## src/rtl/ps2_pkg.sv

```systemverilog
// Shared constants and frame-FSM state type for the PS/2 keyboard receiver.
package ps2_pkg;
    localparam logic [7:0] PS2_EXT        = 8'hE0;
    localparam logic [7:0] PS2_BRK        = 8'hF0;
    localparam int         PS2_FRAME_BITS = 11;

    typedef enum logic {
        IDLE = 1'b0,
        RECV = 1'b1
    } state_t;
endpackage

```

## src/rtl/ps2_clk_filter.sv

```systemverilog
// Synchronizes the raw PS/2 lines and debounces the clock; emits a one-cycle
// sample strobe on each filtered falling edge together with the data bit.
module ps2_clk_filter #(
    parameter int FILTER_LEN = 8
) (
    input  logic clk,
    input  logic rst,
    input  logic ps2_clk,
    input  logic ps2_data,
    output logic sample,
    output logic data
);
    logic [1:0] clk_sync;
    logic [1:0] data_sync;
    logic       clk_f;
    logic [7:0] filt_cnt;

    always_ff @(posedge clk or posedge rst) begin
        if (rst) begin
            clk_sync  <= 2'b11;
            data_sync <= 2'b11;
        end else begin
            clk_sync  <= {clk_sync[0], ps2_clk};
            data_sync <= {data_sync[0], ps2_data};
        end
    end

    // filt_cnt counts consecutive synchronized samples that disagree with clk_f.
    always_ff @(posedge clk or posedge rst) begin
        if (rst) begin
            clk_f    <= 1'b1;
            filt_cnt <= '0;
            sample   <= 1'b0;
            data     <= 1'b1;
        end else begin
            sample <= 1'b0;
            data   <= data_sync[1];
            if (clk_sync[1] == clk_f) begin
                filt_cnt <= '0;
            end else if (filt_cnt == 8'(FILTER_LEN - 1)) begin
                filt_cnt <= '0;
                clk_f    <= clk_sync[1];
                sample   <= clk_f & ~clk_sync[1];
            end else begin
                filt_cnt <= filt_cnt + 8'd1;
            end
        end
    end
endmodule

```

## src/rtl/ps2_keyboard_rx.sv

```systemverilog
// PS/2 keyboard receiver: frame FSM with timeout, then a scan-code decoder
// that turns make / E0 / F0 sequences into a held-key level.
module ps2_keyboard_rx
    import ps2_pkg::*;
#(
    parameter int FILTER_LEN     = 8,
    parameter int TIMEOUT_CYCLES = 20000
) (
    input  logic       clk,
    input  logic       rst,
    input  logic       ps2_clk,
    input  logic       ps2_data,
    output logic [7:0] rx_data,
    output logic       rx_done,
    output logic       rx_err,
    output logic [7:0] key_code,
    output logic       key_ext,
    output logic       key_held
);
    localparam int         TW       = $clog2(TIMEOUT_CYCLES);
    localparam logic [3:0] STOP_IDX = 4'(PS2_FRAME_BITS - 2);

    logic          sample;
    logic          data_s;
    state_t        state, state_nx;
    logic [3:0]    bit_cnt, bit_cnt_nx;
    logic [7:0]    shreg, shreg_nx;
    logic          par_bit, par_nx;
    logic [TW-1:0] tmo_cnt, tmo_nx;
    logic [7:0]    rx_data_nx;
    logic          done_nx, err_nx;
    logic          ext_pend, brk_pend, switch_pend;

    ps2_clk_filter #(.FILTER_LEN(FILTER_LEN)) u_filt (
        .clk      (clk),
        .rst      (rst),
        .ps2_clk  (ps2_clk),
        .ps2_data (ps2_data),
        .sample   (sample),
        .data     (data_s)
    );

    always_ff @(posedge clk or posedge rst) begin
        if (rst) begin
            state   <= IDLE;
            bit_cnt <= '0;
            shreg   <= '0;
            par_bit <= 1'b0;
            tmo_cnt <= '0;
            rx_data <= '0;
            rx_done <= 1'b0;
            rx_err  <= 1'b0;
        end else begin
            state   <= state_nx;
            bit_cnt <= bit_cnt_nx;
            shreg   <= shreg_nx;
            par_bit <= par_nx;
            tmo_cnt <= tmo_nx;
            rx_data <= rx_data_nx;
            rx_done <= done_nx;
            rx_err  <= err_nx;
        end
    end

    always_comb begin
        state_nx   = state;
        bit_cnt_nx = bit_cnt;
        shreg_nx   = shreg;
        par_nx     = par_bit;
        tmo_nx     = '0;
        rx_data_nx = rx_data;
        done_nx    = 1'b0;
        err_nx     = 1'b0;
        case (state)
            IDLE: begin
                if (sample) begin
                    if (!data_s) begin
                        state_nx   = RECV;
                        bit_cnt_nx = '0;
                    end else begin
                        err_nx = 1'b1;
                    end
                end
            end
            RECV: begin
                // A sample in the same cycle as the timeout takes priority.
                if (sample) begin
                    if (bit_cnt < 4'd8) begin
                        shreg_nx   = {data_s, shreg[7:1]};
                        bit_cnt_nx = bit_cnt + 4'd1;
                    end else if (bit_cnt < STOP_IDX) begin
                        par_nx     = data_s;
                        bit_cnt_nx = bit_cnt + 4'd1;
                    end else begin
                        state_nx = IDLE;
                        if ((^shreg ^ par_bit) && data_s) begin
                            rx_data_nx = shreg;
                            done_nx    = 1'b1;
                        end else begin
                            err_nx = 1'b1;
                        end
                    end
                end else if (tmo_cnt == TW'(TIMEOUT_CYCLES - 1)) begin
                    state_nx = IDLE;
                    err_nx   = 1'b1;
                end else begin
                    tmo_nx = tmo_cnt + 1'b1;
                end
            end
            default: state_nx = IDLE;
        endcase
    end

    // Switching keys without a break drops key_held for one cycle so the
    // downstream edge detector sees a fresh rising edge.
    always_ff @(posedge clk or posedge rst) begin
        if (rst) begin
            ext_pend    <= 1'b0;
            brk_pend    <= 1'b0;
            switch_pend <= 1'b0;
            key_code    <= '0;
            key_ext     <= 1'b0;
            key_held    <= 1'b0;
        end else begin
            if (switch_pend) begin
                key_held    <= 1'b1;
                switch_pend <= 1'b0;
            end
            if (rx_err) begin
                ext_pend <= 1'b0;
                brk_pend <= 1'b0;
            end else if (rx_done) begin
                if (rx_data == PS2_EXT) begin
                    ext_pend <= 1'b1;
                end else if (rx_data == PS2_BRK) begin
                    brk_pend <= 1'b1;
                end else begin
                    ext_pend <= 1'b0;
                    brk_pend <= 1'b0;
                    if (brk_pend) begin
                        if (key_held && rx_data == key_code && ext_pend == key_ext)
                            key_held <= 1'b0;
                    end else if (!key_held) begin
                        key_code <= rx_data;
                        key_ext  <= ext_pend;
                        key_held <= 1'b1;
                    end else if (rx_data != key_code || ext_pend != key_ext) begin
                        key_code    <= rx_data;
                        key_ext     <= ext_pend;
                        key_held    <= 1'b0;
                        switch_pend <= 1'b1;
                    end
                end
            end
        end
    end
endmodule

```

## config.mk

```make
export PLATFORM = sky130hd
export DESIGN_NAME = ps2_keyboard_rx
export DESIGN_NICKNAME = d
export VERILOG_FILES = /design/src/rtl/ps2_pkg.sv /design/src/rtl/ps2_clk_filter.sv /design/src/rtl/ps2_keyboard_rx.sv
export SDC_FILE = /design/constraint.sdc
export NUM_CORES = 1
export LEC_CHECK = 0
export CAP_MARGIN = 5
export CORE_MARGIN = 2
export CORE_UTILIZATION = 57
export CTS_CLUSTER_DIAMETER = 100
export CTS_CLUSTER_SIZE = 10
export DETAILED_ROUTE_END_ITERATION = 8
export HOLD_SLACK_MARGIN = 0.12
export PLACE_DENSITY = 0.8
export SETUP_SLACK_MARGIN = 0.02
export SLEW_MARGIN = 20
export SYNTH_ARGS = -nofsm -noshare
export SYNTH_HDL_FRONTEND = slang
export SYNTH_SLANG_ARGS = --single-unit
```

## constraint.sdc

```tcl
create_clock -name clk -period 2.54 [get_ports clk]
set_input_delay 0.254 -clock clk [delete_from_list [all_inputs] [get_ports clk]]
set_output_delay 0.254 -clock clk [all_outputs]
set_load 0.05 [all_outputs]
```

==> results.json <==
{
  "syn_area_um2": 3040,
  "seq_area_um2": 1680,
  "finalWeightedCongestion": 0.796,
  "ys.warnings.count": 0,
  "peakVddDrop_mv": 0.433,
  "synth_top_flop_cell": "dfrtp_1",
  "design_area_um2": 3560,
  "die_w_um": 77.1,
  "cts_tree": "yes",
  "dr_total_vias": 1988,
  "grt_max_degree": 37,
  "antennaDiodeCount": 0,
  "wire_per_inst_um": 14.1,
  "max-cap-violations": 0,
  "ys_types": 42,
  "grt_setup_unrepaired": "false",
  "io_pins": 24,
  "setup_viol": 0,
  "layout-drive-gt1-share_pct": 17.1,
  "viasPerCell": 5.40,
  "path_clk_slew_ns": 0.07,
  "worstPathArrival_ns": 2.37,
  "crit_required_ns": 2.73,
  "worst_pin_slew_ns": 0.620,
  "crit_path_max_fanout": 13,
  "netSwitchingPower_mw": 0.428,
  "dieArea_um2": 5940,
  "firstDrtPassIters": 4,
  "syn_nets": 270,
  "p_comb_share_pct": 3.9,
  "pwr-share-seq_pct": 53.9,
  "clock-sinks": 67,
  "p_clk_share_pct": 42.1,
  "end_kind": "flop",
  "synthToLayoutAreaGrowth_pct": 17.0,
  "synth_top_area_share_pct": 50.2,
  "synthTopCellsByArea": "dfrtp_1 50%, mux2_2 8.9%, dfstp_2 5.2%",
  "hold_viol": 0,
  "synth.avg_cell_area_um2": 11.7,
  "fin_cells": 368,
  "final_core_util_pct": 69.3,
  "cts_buffer_depth": 2,
  "synth_edf_count": 0,
  "crit_start": "tmo_cnt[12]",
  "grt_pass1_wl_mm": 9.00,
  "cts-root-buf": "clkbuf_8",
  "grt_usage_pct": 19.8,
  "period_needed_ns": 2.18,
  "regToRegStartpoint": "tmo_cnt[12]",
  "layout_common_cells": "61 x dfrtp_1, 27 x nor2_1, 24 x mux2_2",
  "ant_nets": 0,
  "fin_nets": 303,
  "ys_seq_area_share_pct": 55.4,
  "fin_setup_tns_ns": 0,
  "antenna_found_initial": 0,
  "start_util_pct": 59.2,
  "timing.hold.ws_ns": 0.321,
  "max_clock_freq_mhz": 460,
  "pwr_density_cell_nw_per_um2": 579,
  "slew_headroom_pct": 58.2,
  "synthCells": 260,
  "fin_ws_ns": 0.365,
  "placed_cells": 352,
  "hp-class": "input port to asynchronous set/reset pin",
  "skew_ns": 0.0116,
  "rows": 26,
  "p_int_mw": 1.63,
  "die_height_um": 77.1,
  "async_flop_share_pct": 100,
  "synth_seq_cells": 67,
  "dp_slack_ns": 0.380,
  "core_um2": 5140,
  "n_fill_cell": 401,
  "place_hpwl_mm": 3.68,
  "synth_top_area_cell": "dfrtp_1",
  "hold_buffers": 0,
  "cts_buffers": 9,
  "place_area_um2": 3360,
  "drc": 0,
  "drtIter0Drc": 82,
  "p_total_mw": 2.06,
  "multi_input_area_um2": 1290,
  "cts-resized-gates": 0,
  "grt_overflow": 0,
  "final-max-slew-violation-count": 0,
  "fin_crit_sh_pct": 85.6,
  "post_cts_buffers": 0,
  "wl_mm": 5.18,
  "outcome": "complete, no violations",
  "p_leak_nw": 1.63,
  "first_global_vias": 1895,
  "swShare_pct": 20.8,
  "critical_path_class": "flop to flop",
  "final_common_cell": "dfrtp_1",
  "portBuffers": 23,
  "cp-start-kind": "flop",
  "insertion_delay_ns": 0.34,
  "h-tree-depth": 3
}
## worst max-delay path, cell delays in order, from the launching register on
cell	delay (ns)
dfrtp_1	0.41
or4b_2	0.69
or4_1	0.43
nand2_1	0.34
o21ai_0	0.16
## cell families (layout without fill, tap and decap cells)
family	count (synthesis)	count (layout)	synth area share [%]
AND/OR/NAND/NOR	88	88	14.9
multiplexers	26	26	9.67
AO/OA/AOI/OAI	25	25	5.35
adder cells (fa/ha/maj)	6	6	2.47
flip-flops	67	67	55.4
buffers and inverters	16	54	2.14
XOR/XNOR	32	32	10.1
## path summary, 6_finish.rpt
kind,end,slack (ns),cells after the start
setup / recovery,state,0.36,4
hold / removal,u_filt.filt_cnt[6],0.32,3
setup reg to reg,state,0.36,4
hold reg to reg,u_filt.data,0.35,0
max in group asynchronous,tmo_cnt[0],1.89,3
min in group clk,u_filt.clk_sync[0],0.32,1
## synth_stat cells (2+ instances only)
cell	count
a211oi_1	2
a21oi_1	5
a22o_1	3
and2_1	2
and3_1	5
clkbuf_1	2
dfrtp_1	61
dfstp_2	6
ha_1	6
inv_1	12
mux2_2	24
nand2_1	14
nand2b_1	2
nand3_1	13
nand4_1	7
nor2_1	27
nor2b_1	2
nor3b_1	2
nor4_1	3
o21ai_0	9
or3_1	3
xnor2_1	16
xnor3_1	2
xor2_1	14
## registers in the layout, indices dropped and copies added (netlist names), 2 cells and up
register / count
u_filt.data_sync: 2
rx_data: 8
key_code: 8
u_filt.filt_cnt: 8
shreg: 8
tmo_cnt: 15
u_filt.clk_sync: 2
bit_cnt: 4
## final cells by class
cell class / instances / share of cell area (%)
clock inverter: 2 / 0.984
timing repair buffer: 26 / 7.10
clock buffer: 14 / 4.57
sequential: 67 / 47.3
tap: 70 / 2.46
multi-input combinational: 177 / 36.3
inverter: 12 / 1.27
## per-layer routing
metal | wire length [um] | part of all wire (%) | vias to the layer above | global-route usage (%)
met2 | 2520 | 49 | 44 | 31.1
met5 | 0 | 0 | - | 0
li1 | - | - | 965 | -
met1 | 2340 | 45 | 969 | 24.6
met4 | 105 | 2.0 | 0 | 9.46
met3 | 218 | 4.2 | 10 | 6.94
## power by group through the flow
stage	clock, mW	sequential [mW]	combinational [mW]
after floorplan	0	1.13	0.0611
after global placement	0	1.13	0.0803
after detailed placement	0	1.13	0.0824
after CTS	0.892	1.11	0.0826
after global routing	0.939	1.11	0.0933
final	0.868	1.11	0.0812
(Power assumes the default switching activity.)
